===== config.mk =====
export PLATFORM = sky130hd
export DESIGN_NAME = bec_key_sequencer_flat
export DESIGN_NICKNAME = d
export VERILOG_FILES = /design/src/rtl/bec_pkg.sv /design/src/rtl/bec_key_sequencer_if.sv /design/src/rtl/bec_watchdog.sv /design/src/rtl/bec_key_sequencer.sv /design/src/flat_wrapper.sv
export SDC_FILE = /design/constraint.sdc
export NUM_CORES = 1
export LEC_CHECK = 0
export ABC_AREA = 1
export BUFFER_PORTS_ARGS = -buffer_cell sky130_fd_sc_hd__buf_2
export CORE_MARGIN = 1.5
export CORE_UTILIZATION = 39
export DETAILED_ROUTE_END_ITERATION = 7
export GPL_ROUTABILITY_DRIVEN = 0
export PLACE_DENSITY = 0.56
export SYNTH_ARGS = -nofsm -noshare
export SYNTH_HDL_FRONTEND = slang
export SYNTH_SLANG_ARGS = --single-unit
export TNS_END_PERCENT = 30

===== constraint.sdc =====
create_clock -name wb_clk_i -period 7.6 [get_ports wb_clk_i]
set_input_delay 0.38 -clock wb_clk_i [delete_from_list [all_inputs] [get_ports wb_clk_i]]
set_output_delay 0.38 -clock wb_clk_i [all_outputs]
set_load 0.03 [all_outputs]

===== src/rtl/bec_pkg.sv =====
// Shared widths, FSM state encoding and fault codes for the BEC key sequencer.
package bec_pkg;

   localparam int unsigned BEC_KEY_W   = 163;
   localparam int unsigned BEC_TMO_CYC = 1024;
   localparam int unsigned BEC_CNT_W   = 8;

   typedef enum logic [2:0] {
      ST_IDLE   = 3'd0,
      ST_LOADED = 3'd1,
      ST_RUN    = 3'd2,
      ST_DRAIN  = 3'd3,
      ST_DONE   = 3'd4,
      ST_ERR    = 3'd5
   } bec_state_e;

   typedef enum logic [1:0] {
      ERR_NONE       = 2'b00,
      ERR_TIMEOUT    = 2'b01,
      ERR_EARLY_DONE = 2'b10,
      ERR_LATE_KEY   = 2'b11
   } bec_err_e;

endpackage


===== src/rtl/bec_key_sequencer_if.sv =====
// Handshake between the key sequencer (master) and the BEC datapath (slave).
interface bec_key_sequencer_if;

   logic master_ena_proc;
   logic ki;
   logic next_key;
   logic slv_done;

   modport master (
      output master_ena_proc,
      output ki,
      input  next_key,
      input  slv_done
   );

   modport slave (
      input  master_ena_proc,
      input  ki,
      output next_key,
      output slv_done
   );

endinterface


===== src/rtl/bec_watchdog.sv =====
// Idle-cycle watchdog: counts enabled cycles since the last clear and flags
// the cycle in which the count would reach TMO_CYC-1.
module bec_watchdog #(
   parameter int unsigned TMO_CYC = 1024
) (
   input  logic clk,
   input  logic rst,
   input  logic clr,
   input  logic en,
   output logic expired
);

   localparam int unsigned CW = (TMO_CYC > 2) ? $clog2(TMO_CYC) : 1;

   logic [CW-1:0] r_cnt;

   // Idle counter; any handshake event or leaving RUN/DRAIN restarts it.
   always_ff @(posedge clk or posedge rst) begin
      if (rst) begin
         r_cnt <= '0;
      end else if (clr || !en) begin
         r_cnt <= '0;
      end else begin
         r_cnt <= r_cnt + CW'(1);
      end
   end

   // Fires so the FSM takes ERR on the same edge the count hits TMO_CYC-1.
   assign expired = en && !clr && (r_cnt == CW'(TMO_CYC - 2));

endmodule


===== src/rtl/bec_key_sequencer.sv =====
// Presents a scalar key LSB-first to the BEC, one bit per next_key pulse,
// and supervises the run for early completion, late requests and stalls.
module bec_key_sequencer
   import bec_pkg::*;
#(
   parameter int unsigned KEY_W   = BEC_KEY_W,
   parameter int unsigned TMO_CYC = BEC_TMO_CYC
) (
   input  logic                 wb_clk_i,
   input  logic                 wb_rst_i,
   input  logic                 key_load,
   input  logic [KEY_W-1:0]     key_in,
   input  logic                 start,
   input  logic                 abort,
   bec_key_sequencer_if.master  bec,
   output logic                 busy,
   output logic                 done,
   output logic                 err,
   output logic [1:0]           err_code,
   output logic [BEC_CNT_W-1:0] bit_cnt
);

   localparam int unsigned CNT_W = BEC_CNT_W;

   bec_state_e       r_state;
   logic [KEY_W-1:0] r_key;
   logic [CNT_W-1:0] r_bit_cnt;
   logic             r_ena;
   logic             r_ki;
   logic             r_busy;
   logic             r_done;
   logic             r_err;
   bec_err_e         r_err_code;

   logic             w_wd_clr;
   logic             w_wd_en;
   logic             w_wd_expired;
   logic             w_early_done;
   logic             w_last_bit;
   logic [CNT_W-1:0] w_bit_cnt_inc;

   assign w_wd_clr      = start || bec.next_key || bec.slv_done;
   assign w_wd_en       = (r_state == ST_RUN) || (r_state == ST_DRAIN);
   assign w_early_done  = r_bit_cnt < CNT_W'(KEY_W - 1);
   assign w_last_bit    = r_bit_cnt == CNT_W'(KEY_W - 1);
   assign w_bit_cnt_inc = (r_bit_cnt == CNT_W'(KEY_W)) ? r_bit_cnt : r_bit_cnt + CNT_W'(1);

   bec_watchdog #(
      .TMO_CYC (TMO_CYC)
   ) u_watchdog (
      .clk     (wb_clk_i),
      .rst     (wb_rst_i),
      .clr     (w_wd_clr),
      .en      (w_wd_en),
      .expired (w_wd_expired)
   );

   // Sequencer FSM; every output is registered alongside the state.
   always_ff @(posedge wb_clk_i or posedge wb_rst_i) begin
      if (wb_rst_i) begin
         r_state    <= ST_IDLE;
         r_key      <= '0;
         r_bit_cnt  <= '0;
         r_ena      <= 1'b0;
         r_ki       <= 1'b0;
         r_busy     <= 1'b0;
         r_done     <= 1'b0;
         r_err      <= 1'b0;
         r_err_code <= ERR_NONE;
      end else if (abort) begin
         r_state   <= ST_IDLE;
         r_key     <= '0;
         r_bit_cnt <= '0;
         r_ena     <= 1'b0;
         r_ki      <= 1'b0;
         r_busy    <= 1'b0;
         r_done    <= 1'b0;
         r_err     <= 1'b0;
      end else begin
         case (r_state)
            ST_IDLE, ST_LOADED, ST_DONE, ST_ERR: begin
               if (key_load) begin
                  r_state    <= ST_LOADED;
                  r_key      <= key_in;
                  r_bit_cnt  <= '0;
                  r_done     <= 1'b0;
                  r_err      <= 1'b0;
                  r_err_code <= ERR_NONE;
               end else if (start && (r_state == ST_LOADED)) begin
                  r_state <= ST_RUN;
                  r_ena   <= 1'b1;
                  r_busy  <= 1'b1;
                  r_ki    <= r_key[0];
               end
            end
            ST_RUN: begin
               if (bec.slv_done && w_early_done) begin
                  r_state    <= ST_ERR;
                  r_ena      <= 1'b0;
                  r_ki       <= 1'b0;
                  r_busy     <= 1'b0;
                  r_err      <= 1'b1;
                  r_err_code <= ERR_EARLY_DONE;
               end else if (bec.next_key) begin
                  r_key     <= r_key >> 1;
                  r_bit_cnt <= w_bit_cnt_inc;
                  if (w_last_bit) begin
                     r_ki <= 1'b0;
                     if (bec.slv_done) begin
                        r_state <= ST_DONE;
                        r_ena   <= 1'b0;
                        r_busy  <= 1'b0;
                        r_done  <= 1'b1;
                     end else begin
                        r_state <= ST_DRAIN;
                     end
                  end else begin
                     r_ki <= r_key[1];
                  end
               end else if (w_wd_expired) begin
                  r_state    <= ST_ERR;
                  r_ena      <= 1'b0;
                  r_ki       <= 1'b0;
                  r_busy     <= 1'b0;
                  r_err      <= 1'b1;
                  r_err_code <= ERR_TIMEOUT;
               end
            end
            ST_DRAIN: begin
               if (bec.next_key) begin
                  r_state    <= ST_ERR;
                  r_ena      <= 1'b0;
                  r_busy     <= 1'b0;
                  r_err      <= 1'b1;
                  r_err_code <= ERR_LATE_KEY;
               end else if (bec.slv_done) begin
                  r_state <= ST_DONE;
                  r_ena   <= 1'b0;
                  r_busy  <= 1'b0;
                  r_done  <= 1'b1;
               end else if (w_wd_expired) begin
                  r_state    <= ST_ERR;
                  r_ena      <= 1'b0;
                  r_busy     <= 1'b0;
                  r_err      <= 1'b1;
                  r_err_code <= ERR_TIMEOUT;
               end
            end
            default: begin
               r_state <= ST_IDLE;
               r_ena   <= 1'b0;
               r_ki    <= 1'b0;
               r_busy  <= 1'b0;
               r_done  <= 1'b0;
               r_err   <= 1'b0;
            end
         endcase
      end
   end

   assign bec.master_ena_proc = r_ena;
   assign bec.ki              = r_ki;
   assign busy                = r_busy;
   assign done                = r_done;
   assign err                 = r_err;
   assign err_code            = r_err_code;
   assign bit_cnt             = r_bit_cnt;

endmodule


===== src/flat_wrapper.sv =====
// flat-port wrapper written by rule: the top's interface ports become plain ports
module bec_key_sequencer_flat import bec_pkg::*;
#(
   parameter int unsigned KEY_W   = BEC_KEY_W,
   parameter int unsigned TMO_CYC = BEC_TMO_CYC
)
  (wb_clk_i, wb_rst_i, key_load, key_in, start, abort, busy, done, err, err_code, bit_cnt, bec_master_ena_proc, bec_ki, bec_next_key, bec_slv_done);
  bec_key_sequencer_if bec_i ();
  input  logic wb_clk_i;
  input  logic wb_rst_i;
  input  logic key_load;
  input  logic [KEY_W-1:0] key_in;
  input  logic start;
  input  logic abort;
  output logic busy;
  output logic done;
  output logic err;
  output logic [1:0] err_code;
  output logic [BEC_CNT_W-1:0] bit_cnt;
  output wire logic [$bits(bec_i.master_ena_proc)-1:0] bec_master_ena_proc;
  output wire logic [$bits(bec_i.ki)-1:0] bec_ki;
  input wire logic [$bits(bec_i.next_key)-1:0] bec_next_key;
  input wire logic [$bits(bec_i.slv_done)-1:0] bec_slv_done;
  assign bec_master_ena_proc = bec_i.master_ena_proc;
  assign bec_ki = bec_i.ki;
  assign bec_i.next_key = bec_next_key;
  assign bec_i.slv_done = bec_slv_done;
  bec_key_sequencer #(.KEY_W(KEY_W), .TMO_CYC(TMO_CYC)) u_core (.wb_clk_i(wb_clk_i), .wb_rst_i(wb_rst_i), .key_load(key_load), .key_in(key_in), .start(start), .abort(abort), .bec(bec_i), .busy(busy), .done(done), .err(err), .err_code(err_code), .bit_cnt(bit_cnt));
endmodule

==> key figures <==
Status
  – Status: finished, final reports clean

Cells and area
  – Area Growth Syn to Fin: 15.62%
  – Most frequent cells in the layout: nand2_1 (259), dfrtp_1 (191), buf_2 (184)
  – Fillers: around 2,300
  – Most common cell after layout, fill and taps aside: nand2_1
  – Final nets: around 1,300
  – Fin area: approximately 11,000 sq um
  – Share of cells above drive strength 1: 28.10%
  – Layout Cells excl Fill: approximately 1,500

Place
  – Placed cells: 1,447
  – DP Area: 10,330 sq um
  – Hpwl dp: between 10,000 and 15,000 um
  – Port Buffers: 184

CTS
  – H-tree lvl count: 4
  – CTS buffer count: 17
  – Clock-pin slew on the worst setup and hold paths: about 0.08 ns
  – CTS max path bufs: 2
  – Clock sinks: 191
  – PostCTS Resize Cnt: 0
  – Post-CTS Setup Bufs: 0
  – Hold Buf Count CTS: 0
  – Clock network latency to the later pin of the worst-skew pair: 0.44 ns
  – Root Buffer Master: clkbuf_16
  – CTS tree: done

Global routing
  – GRT Total Usage: between 10% and 20%
  – Global-route wire length before repair: 36,040 um
  – Total gr overflow: 0
  – Largest net degree at the start of global routing: 181
  – Vias in the first global route: ~7,000
  – Initial antenna violation count: 6

Power and ir drop
  – LEAKAGE: between 5 and 6 nW
  – Net Sw Frac: 33.08%
  – Clock share of power: approximately a third
  – VDD IR-drop max: 0.1077 mV
  – Power Total: 2.733 mW
  – NetSw: about 900 uW
  – Power share of the combinational group: between 20% and 30%
  – Internal: 1.829 mW
  – Cell Pwr Density: 250.3 nW/um^2
  – Sequential share of power: 47.3%

Synth
  – Post-Syn Area: 9447 sq um
  – Gate Count Post-Synth: 1,014
  – #FFs+latches synth: about 190
  – Post-Syn Area per Cell: 9.316 sq um
  – Sequential share of the synthesized area: 50.60%
  – Synth cell types: 31
  – Net Count, Synth: 1,188
  – Synth warn: 0

Setup path
  – Worst EP arrival: 4.18 ns
  – Reg-to-Reg End: u_core.r_key[74]
  – Crit-path max FO: 180
  – Startpoint Class: flip-flop
  – Worst R2R Path Depth: 9
  – Worst reg2reg path startpoint: u_core.r_state[1]
  – Crit path capture type: flip-flop
  – Worst Setup Path Type: flip-flop to flip-flop
  – Setup slack, reg-to-reg: 3.76 ns
  – Critical Path RT: 7.95 ns

STA
  – RSZ-0062 raised after global routing: no
  – Final period util: 50.47%
  – Final setup viols: 0
  – Rel. slew slack: a little under a quarter
  – Fin. max-slew vios: 0
  – Setup TNS: 0 ns
  – Skew final: 0.01589 ns
  – Final Hold Viols: 0
  – Worst-Margin Slew: 1.147 ns
  – Top achievable clock speed: 260.7 MHz
  – Final Critical Period: 3.836 ns

Floorplan
  – Die span in x: 158.6 um
  – DIE AREA: approximately 25,000 sq um
  – Die H: between 150 and 200 um
  – Row count: 56
  – Placeable core region: 23,610 sq um
  – Num ports: about 190
  – Initial Util: 40.01%

Routing
  – Via density: 5.084
  – Pre-antenna DRT Iters: 5
  – Total number of vias: 7,540
  – Initial drt markers: 551
  – Routed Antenna Nets: 0
  – WL/cell: 15.08 um
  – Residual DRC count: 0
  – Drt total wl: 22,370 um

Run
  – Max-cap violation count: 0

Hold path
  – Hold WC Path Type: input pin to async pin
-- flip-flops by register name, indices dropped and copies added (netlist names) --
register,flops
u_core.busy,1
u_core.err_code,2
u_core.u_watchdog.r_cnt,10
u_core.bit_cnt,8
u_core.bec.ki,1
u_core.err,1
u_core.r_key,163
u_core.done,1
u_core.bec.master_ena_proc,1
u_core.r_state,3
-- Yosys cell counts --
master | n | area share (%)
nand3b_1 | 1 | 0.079
nand2_2 | 4 | 0.26
nor3_1 | 7 | 0.37
xor2_1 | 2 | 0.19
nand3_2 | 1 | 0.11
nand3_1 | 21 | 1.1
or2_2 | 1 | 0.066
o21bai_1 | 2 | 0.16
o21ai_0 | 12 | 0.64
a21oi_2 | 1 | 0.093
o21ai_2 | 90 | 8.3
ha_1 | 4 | 0.53
a21oi_1 | 4 | 0.21
dfrtp_1 | 191 | 51
nand2_4 | 2 | 0.24
buf_6 | 23 | 2.7
nor3b_1 | 1 | 0.079
a22oi_1 | 160 | 13
clkbuf_1 | 18 | 0.72
o211ai_1 | 1 | 0.079
nor2_8 | 1 | 0.21
nand2_1 | 259 | 10
buf_4 | 5 | 0.40
nand4_1 | 5 | 0.33
a31oi_1 | 1 | 0.066
inv_2 | 4 | 0.16
a21oi_4 | 1 | 0.17
o21ai_1 | 79 | 4.2
inv_1 | 35 | 1.4
buf_2 | 28 | 1.5
nor2_1 | 50 | 2.0
-- critical path: stages (launching register included) --
cell and delay [ns]:
dfrtp_1 0.55, nand2_4 0.13, nor2_8 0.16, nand2_2 0.12, inv_4 0.77, nand2_2 0.26, nand2_8 0.78, buf_12 0.65
nand2_1 0.09, o21ai_1 0.12
-- per-layer routing --
layer  global-route usage, %  part of all wire [%]  vias to the layer above
met4                   4.272                  0.91                        6
met3                   5.797                   6.6                       23
met1                   25.24                    47                     3527
met5                       0                  0.13                        -
met2                   27.05                    45                      175
li1                        -                     -                     3809
-- power by group through the flow --
| stage | clock (mW) | sequential (mW) | combinational (mW) |
|---|---|---|---|
| finish | 0.891 | 1.29 | 0.550 |
| global route | 0.959 | 1.32 | 0.625 |
| CTS | 0.921 | 1.29 | 0.559 |
| detailed placement | 0 | 1.31 | 0.558 |
| global placement | 0 | 1.31 | 0.551 |
| floorplan | 0 | 1.30 | 0.462 |
-- metrics by stage --
stage          worst slack, ns  hold WS, ns  util, %
2_1_floorplan            2.021       0.4498        -
5_1_grt                  3.322       0.1663    46.21
3_3_place_gp             3.706       0.4651    43.73
4_1_cts                  3.650       0.1449    46.21
3_5_place_dp             3.691       0.4625    43.73
6_report                 3.764       0.1088    46.25
-- cell type report --
| cell class | count | area, sq um | share of cell area (%) |
|---|---|---|---|
| sequential | 191 | 4780 | 43.76 |
| multi-input combinational | 710 | 4025 | 36.85 |
| timing repair buffer | 188 | 963.4 | 8.821 |
| clock buffer | 18 | 439.2 | 4.021 |
| tap | 319 | 399.1 | 3.654 |
| inverter | 39 | 158.9 | 1.455 |
| clock inverter | 14 | 146.4 | 1.340 |
| antenna | 4 | 10.01 | 0.09165 |
-- kinds of logic (layout without fill, tap and decap cells) --
family / Yosys count / count (layout) / synth area share [%]
adders and majority gates: 4 / 4 / 0.5298
xor gates and xnor gates: 2 / 2 / 0.1855
and+or+nand+nor: 353 / 353 / 15.14
buffers and inverters: 113 / 259 / 6.887
DFF: 191 / 191 / 50.60
AOI/OAI and AO/OA: 351 / 351 / 26.66
other: 0 / 4 / 0
-- worst max-delay path by stage --
stage | startpoint | endpoint | slack [ns] | cells past startpoint
global placement | u_core.r_state[1] | u_core.r_key[15] | 3.71 | 9
detailed placement | u_core.r_state[1] | u_core.r_key[27] | 3.69 | 9
CTS | u_core.r_state[1] | u_core.r_key[27] | 3.65 | 9
global route | u_core.r_state[1] | u_core.r_key[74] | 3.32 | 9
finish | u_core.r_state[1] | u_core.r_key[74] | 3.76 | 9
floorplan | wb_rst_i | u_core.bec.ki | 2.02 | 1
No activity file was read; power rests on OpenSTA's default activity.
